File: src/rtl/video_timing_pkg.sv
// 640x480 raster constants and counter sizing helpers shared by the video timing generator.
package video_timing_pkg;

    localparam int unsigned MODE_H_VISIBLE = 640;
    localparam int unsigned MODE_H_FRONT   = 16;
    localparam int unsigned MODE_H_SYNC    = 96;
    localparam int unsigned MODE_H_BACK    = 48;

    localparam int unsigned MODE_V_VISIBLE = 480;
    localparam int unsigned MODE_V_FRONT   = 10;
    localparam int unsigned MODE_V_SYNC    = 2;
    localparam int unsigned MODE_V_BACK    = 33;

    localparam int unsigned MODE_H_TOTAL =
        MODE_H_VISIBLE + MODE_H_FRONT + MODE_H_SYNC + MODE_H_BACK;
    localparam int unsigned MODE_V_TOTAL =
        MODE_V_VISIBLE + MODE_V_FRONT + MODE_V_SYNC + MODE_V_BACK;

    // Bits needed to hold 0..n-1; never narrower than one bit.
    function automatic int unsigned cnt_w(input int unsigned n);
        return (n > 1) ? $clog2(n) : 1;
    endfunction

endpackage

File: src/rtl/video_timing_axis.sv
// One raster axis: position counter with advance-enable and wrap, plus region decode flags.
module video_timing_axis
    import video_timing_pkg::*;
#(
    parameter int unsigned VISIBLE = MODE_H_VISIBLE,
    parameter int unsigned FRONT   = MODE_H_FRONT,
    parameter int unsigned SYNC    = MODE_H_SYNC,
    parameter int unsigned BACK    = MODE_H_BACK,
    localparam int unsigned TOTAL  = VISIBLE + FRONT + SYNC + BACK,
    localparam int unsigned W      = cnt_w(TOTAL)
) (
    input  logic         clk_i,
    input  logic         rst_i,
    input  logic         adv_i,
    output logic [W-1:0] pos_o,
    output logic         active_o,
    output logic         sync_o,
    output logic         wrap_o,
    output logic         at_visible_o
);

    localparam logic [W-1:0] LAST       = W'(TOTAL - 1);
    localparam logic [W-1:0] VIS_END    = W'(VISIBLE);
    localparam logic [W-1:0] SYNC_FIRST = W'(VISIBLE + FRONT);
    localparam logic [W-1:0] SYNC_LAST  = W'(VISIBLE + FRONT + SYNC - 1);

    logic [W-1:0] pos_q;
    logic [W-1:0] pos_d;

    always_comb begin
        pos_d = pos_q;
        if (adv_i) begin
            pos_d = wrap_o ? '0 : pos_q + 1'b1;
        end
    end

    always_ff @(posedge clk_i) begin
        if (rst_i) begin
            pos_q <= '0;
        end else begin
            pos_q <= pos_d;
        end
    end

    assign pos_o        = pos_q;
    assign wrap_o       = (pos_q == LAST);
    assign active_o     = (pos_q < VIS_END);
    assign at_visible_o = (pos_q == VIS_END);
    assign sync_o       = (pos_q >= SYNC_FIRST) && (pos_q <= SYNC_LAST);

endmodule

File: src/rtl/video_timing_generator.sv
// Raster timing source with pixel prescaler; VIDEO_TIMING_COORDS_EN adds registered x_o/y_o.
module video_timing_generator
    import video_timing_pkg::*;
#(
    parameter int unsigned CLKS_PER_PIXEL = 2,
    parameter int unsigned H_VISIBLE      = MODE_H_VISIBLE,
    parameter int unsigned H_FRONT        = MODE_H_FRONT,
    parameter int unsigned H_SYNC         = MODE_H_SYNC,
    parameter int unsigned H_BACK         = MODE_H_BACK,
    parameter int unsigned V_VISIBLE      = MODE_V_VISIBLE,
    parameter int unsigned V_FRONT        = MODE_V_FRONT,
    parameter int unsigned V_SYNC         = MODE_V_SYNC,
    parameter int unsigned V_BACK         = MODE_V_BACK,
    localparam int unsigned H_TOTAL       = H_VISIBLE + H_FRONT + H_SYNC + H_BACK,
    localparam int unsigned V_TOTAL       = V_VISIBLE + V_FRONT + V_SYNC + V_BACK,
    localparam int unsigned HW            = cnt_w(H_TOTAL),
    localparam int unsigned VW            = cnt_w(V_TOTAL)
) (
    input  logic          clk_i,
    input  logic          rst_i,
    output logic          end_of_frame_o,
    output logic          end_of_visible_line_o,
    output logic          hsync_n_o,
    output logic          vsync_n_o,
    output logic          visible_o
`ifdef VIDEO_TIMING_COORDS_EN
    ,
    output logic [HW-1:0] x_o,
    output logic [VW-1:0] y_o
`endif
);

    localparam int unsigned DIV_W = cnt_w(CLKS_PER_PIXEL);
    localparam logic [DIV_W-1:0] DIV_LAST = DIV_W'(CLKS_PER_PIXEL - 1);

    logic [DIV_W-1:0] div_q, div_d;
    logic             tick;

    logic             visible_q, visible_d;
    logic             eol_q, eol_d;
    logic             eof_q, eof_d;
    logic             hsync_n_q, hsync_n_d;
    logic             vsync_n_q, vsync_n_d;

    logic [HW-1:0]    h_pos;
    logic             h_active, h_sync, h_wrap, h_at_visible;
    logic [VW-1:0]    v_pos;
    logic             v_active, v_sync, v_wrap, v_at_visible;

    assign tick = (div_q == DIV_LAST);

    video_timing_axis #(
        .VISIBLE (H_VISIBLE),
        .FRONT   (H_FRONT),
        .SYNC    (H_SYNC),
        .BACK    (H_BACK)
    ) u_h_axis (
        .clk_i        (clk_i),
        .rst_i        (rst_i),
        .adv_i        (tick),
        .pos_o        (h_pos),
        .active_o     (h_active),
        .sync_o       (h_sync),
        .wrap_o       (h_wrap),
        .at_visible_o (h_at_visible)
    );

    // Vertical position steps once per line, on the tick that wraps h.
    video_timing_axis #(
        .VISIBLE (V_VISIBLE),
        .FRONT   (V_FRONT),
        .SYNC    (V_SYNC),
        .BACK    (V_BACK)
    ) u_v_axis (
        .clk_i        (clk_i),
        .rst_i        (rst_i),
        .adv_i        (tick & h_wrap),
        .pos_o        (v_pos),
        .active_o     (v_active),
        .sync_o       (v_sync),
        .wrap_o       (v_wrap),
        .at_visible_o (v_at_visible)
    );

    always_comb begin
        div_d     = tick ? '0 : div_q + 1'b1;
        visible_d = tick & h_active & v_active;
        eol_d     = tick & h_at_visible & v_active;
        eof_d     = tick & (h_pos == '0) & v_at_visible;
        hsync_n_d = tick ? ~h_sync : hsync_n_q;
        vsync_n_d = tick ? ~v_sync : vsync_n_q;
    end

    always_ff @(posedge clk_i) begin
        if (rst_i) begin
            div_q     <= '0;
            visible_q <= 1'b0;
            eol_q     <= 1'b0;
            eof_q     <= 1'b0;
            hsync_n_q <= 1'b1;
            vsync_n_q <= 1'b1;
        end else begin
            div_q     <= div_d;
            visible_q <= visible_d;
            eol_q     <= eol_d;
            eof_q     <= eof_d;
            hsync_n_q <= hsync_n_d;
            vsync_n_q <= vsync_n_d;
        end
    end

    assign visible_o             = visible_q;
    assign end_of_visible_line_o = eol_q;
    assign end_of_frame_o        = eof_q;
    assign hsync_n_o             = hsync_n_q;
    assign vsync_n_o             = vsync_n_q;

`ifdef VIDEO_TIMING_COORDS_EN
    logic [HW-1:0] x_q, x_d;
    logic [VW-1:0] y_q, y_d;

    // Captured on the tick so they line up with the visible_o strobe.
    always_comb begin
        x_d = tick ? h_pos : x_q;
        y_d = tick ? v_pos : y_q;
    end

    always_ff @(posedge clk_i) begin
        if (rst_i) begin
            x_q <= '0;
            y_q <= '0;
        end else begin
            x_q <= x_d;
            y_q <= y_d;
        end
    end

    assign x_o = x_q;
    assign y_o = y_q;

    logic unused_v_wrap;
    assign unused_v_wrap = v_wrap;
`else
    logic unused_axis;
    assign unused_axis = ^{v_wrap, v_pos};
`endif

endmodule

File: config.mk
export PLATFORM = sky130hd
export DESIGN_NAME = video_timing_generator
export DESIGN_NICKNAME = d
export VERILOG_FILES = /design/src/rtl/video_timing_pkg.sv /design/src/rtl/video_timing_axis.sv /design/src/rtl/video_timing_generator.sv
export SDC_FILE = /design/constraint.sdc
export NUM_CORES = 1
export LEC_CHECK = 0
export CAP_MARGIN = 5
export CORE_UTILIZATION = 55
export DETAILED_ROUTE_END_ITERATION = 8
export HOLD_SLACK_MARGIN = 0.05
export PLACE_DENSITY_LB_ADDON = 0.12
export SYNTH_ARGS = -nofsm -noshare
export SYNTH_HDL_FRONTEND = slang
export SYNTH_SLANG_ARGS = --single-unit
export TNS_END_PERCENT = 5
File: constraint.sdc
create_clock -name clk_i -period 4.5 [get_ports clk_i]
set_clock_uncertainty 0.05 [all_clocks]
set_input_delay 0.45 -clock clk_i [delete_from_list [all_inputs] [get_ports clk_i]]
set_output_delay 0.45 -clock clk_i [all_outputs]
set_load 0.01 [all_outputs]
==> summary.txt <==
Power
  – Pwr dens: 296 nW/µm²
  – Net Switching: 0.0844 mW
  – Internal power: 0.330 mW
  – Reg power frac: 57.2%
  – Lkg Pwr: 0.439 nW
  – Sw Ratio: 20.3%
  – Design Power: 0.415 mW
  – Gate power share: 3.7%
  – Worst vdd ir: 0.270 mV
  – Clk pwr share: 39.1%

Routing
  – Wire length per cell: 14.1 µm
  – TritonRoute pass-1 iters: 4
  – Post-detailed-route count of antenna-violating nets: 0
  – DR vias: 1015
  – # DRC: 0
  – Vias per cell: 5.77
  – Post-Route WL: 2.48 mm
  – DRT iter0 DRCs: 14

Logic synthesis
  – Ys flop type: dfxtp_1
  – Synth Instances: 148
  – Number of synthesized flops with an enable pin: 0
  – Post-synthesis xor/xnor area fraction: 10.1%
  – Post-synthesis register bit count: 26
  – Post-Syn Area per Cell: 8.82 µm²
  – Post-Syn Nets: 154
  – Yosys cell types: 36
  – Post-synthesis mux area share: 0.767%
  – Sequential area share after synthesis: 39.9%
  – Largest family of logic cells by synthesized area: simple AND/OR/NAND/NOR gates
  – Simple-gate area share of the yosys netlist: 34.4%
  – Synth Cell Area: 1310 µm²
  – Synth async-reset ratio: 0%
  – Adder-cell share of the synthesized area: 3.84%
  – Synth Area in Compound Gates: 6.04%
  – Synth warn: 0

Worst setup path
  – Worst Reg-to-Reg Cells: 4
  – Setup crit end kind: flop
  – Worst Path Arrival: 2.17 ns
  – Reg2reg start: div_q$_SDFF_PP0_
  – Crit Path Class: input port to flop
  – Worst EP required: 4.69 ns
  – R2R Setup Slk: 2.57 ns
  – CP Launch Type: input port
  – Critical Path Fanout Max: 11
  – R2r endpoint: u_v_axis.pos_o[7]$_SDFFE_PP0P_

Place
  – PortBufs: 6
  – Final RePlAce weighted congestion: 0.855
  – Post-placement cell count: 172
  – DPL Wire Length: 1.82 mm

STA
  – Final setup violation count: 0
  – Max_slew headroom: 71.5%
  – Slew Limit Fails: 0
  – FMAX: 506 MHz
  – Post-layout minimum cycle time: 1.98 ns
  – Final hold violations: 0
  – Tightest Pin Transition: 0.428 ns
  – Final Cycle Share: 43.9%
  – RSZ-0062 raised after global routing: false
  – Setup TNS Final: 0 ns

Global routing
  – Global-route wire length before repair: 4.12 mm
  – Tot GR Track Use: 22.0%
  – Total grt overflow: 0
  – Antenna violations before repair: 0
  – Vias in the first global route: 897
  – Largest net degree at the start of global routing: 16

Worst hold path
  – Hold path start: u_v_axis.pos_o[8]$_SDFFE_PP0P_
  – Hold Crit Depth: 2
  – Hold Crit Class: flop to flop
  – Hold Path End: u_v_axis.pos_o[8]$_SDFFE_PP0P_

Die
  – Initial core utilization: 58.4%
  – Die Ht: 50.7 µm
  – Die ar.: 2570 µm²
  – Cell Rows: 17
  – # IOs: 7
  – Core area: 2230 µm²
  – Die width: 50.7 µm

Layout
  – Number of diodes: 0
  – Share of layout cells above drive strength 1: 8.78%
  – Layout Area Growth over Synthesis: 7.48%
  – Final Instance Count excl. Fillers: 176
  – Final layout net count: 155

Clock network
  – Clock tree buffer depth: 2
  – Clk_lat worst skew: 0.33 ns
  – CTS tree: built
  – TritonCTS Buffers: 3
  – H-tree depth: 1
  – TritonCTS Sinks: 26
  – Root buffer cell: clkbuf_4
  – Buffer count from post-CTS setup fixing: 0
  – PostCTS Resize Cnt: 0
  – Reg clk slew, reported paths: 0.15 ns
  – Hold buffer count at cts: 0

Outcome
  – Status: complete, no violations

Job
  – Total of max-cap violations: 0
==> how the worst max path moves through the flow <==
stage,startpoint,to
after global routing,div_q$_SDFF_PP0_,u_v_axis.pos_o[7]$_SDFFE_PP0P_
after floorplan,u_h_axis.pos_o[0]$_SDFFE_PP0P_,u_v_axis.pos_o[8]$_SDFFE_PP0P_
after detailed placement,rst_i,vsync_n_o$_SDFFE_PP1P_
after CTS,rst_i,vsync_n_o$_SDFFE_PP1P_
after global placement,rst_i,vsync_n_o$_SDFFE_PP1P_
final,rst_i,vsync_n_o$_SDFFE_PP1P_
==> worst max-delay path, stage by stage <==
cell and delay, ns:
clkdlybuf4s50_1 0.58, or3b_2 0.52, or4_1 0.43, o32a_1 0.18
==> synth_stat cells (3+ instances only) <==
cell type	number	area (µm²)
dfxtp_1	26	521
nor2_1	18	67.6
xnor2_1	12	105
nand2_1	10	37.5
nand4_1	8	50.1
nand3_1	6	30.0
a21oi_1	5	25.0
clkbuf_1	5	18.8
nor3_1	5	25.0
nor4_1	5	31.3
ha_1	4	50.1
inv_1	4	15.0
nand2b_1	4	25.0
or4_1	4	30.0
buf_2	3	15.0
nand4b_1	3	26.3
xor2_1	3	26.3
==> metrics by stage <==
stage               cell area (µm²)  utilization (%)  hold WS (ns)  setup slack [ns]
finish                         1400             62.8         0.450              2.52
floorplan                      1310                -         0.410              2.82
detailed placement             1350             60.4         0.431              2.15
global route                   1400             62.8         0.478              2.42
CTS                            1400             62.8         0.449              2.53
global placement               1350             60.4         0.429              2.20
==> power by group through the flow <==
stage / Clock, mW / Sequential, mW / Combinational, mW
6_report: 0.162 / 0.237 / 0.0154
5_1_grt: 0.178 / 0.238 / 0.0176
4_1_cts: 0.166 / 0.237 / 0.0155
3_5_place_dp: 0 / 0.242 / 0.0154
3_3_place_gp: 0 / 0.242 / 0.0152
2_1_floorplan: 0 / 0.240 / 0.0129
==> per-layer routing <==
metal	track usage (%)	routed length (µm)	up-vias
li1	-	-	526
met3	6.67	73	2
met1	29.7	1280	473
met5	0	0	-
met2	34.2	1120	14
met4	5.56	16	0
==> state kept, by name, indices dropped and copies added (netlist names) <==
register	flops
u_h_axis.pos_o	10
end_of_visible_line_o	1
hsync_n_o	1
visible_o	1
vsync_n_o	1
u_v_axis.pos_o	10
div_q	1
end_of_frame_o	1
==> layout make-up <==
type	count	area, µm²
Timing Repair Buffer	6	60.1
Clock buffer	3	22.5
Multi-Input combinational cell	108	719
Clock inverter	1	30.0
Inverter	4	15.0
Fill cell	191	831
Sequential cell	26	520
Tap cell	28	35.0
==> cell usage in the layout, fill, tap and decap left out, types with 5 or more instances in the layout <==
cell / synthesis / routed
nand4_1: 8 / 8
xnor2_1: 12 / 12
nand2_1: 10 / 10
dfxtp_1: 26 / 26
clkdlybuf4s50_1: 0 / 6
nand3_1: 6 / 6
nor3_1: 5 / 5
a21oi_1: 5 / 5
nor4_1: 5 / 5
nor2_1: 18 / 18
==> logic make-up (layout without fill, tap and decap cells) <==
logic type      Yosys count  count (layout)
xor+xnor                 15              15
buf+inv                  14              14
mux                       1               1
flops                    26              26
fa+ha+maj                 4               4
simple gates             76              76
compound gates           12              12
Note: power is estimated with default switching activity, not from simulation.
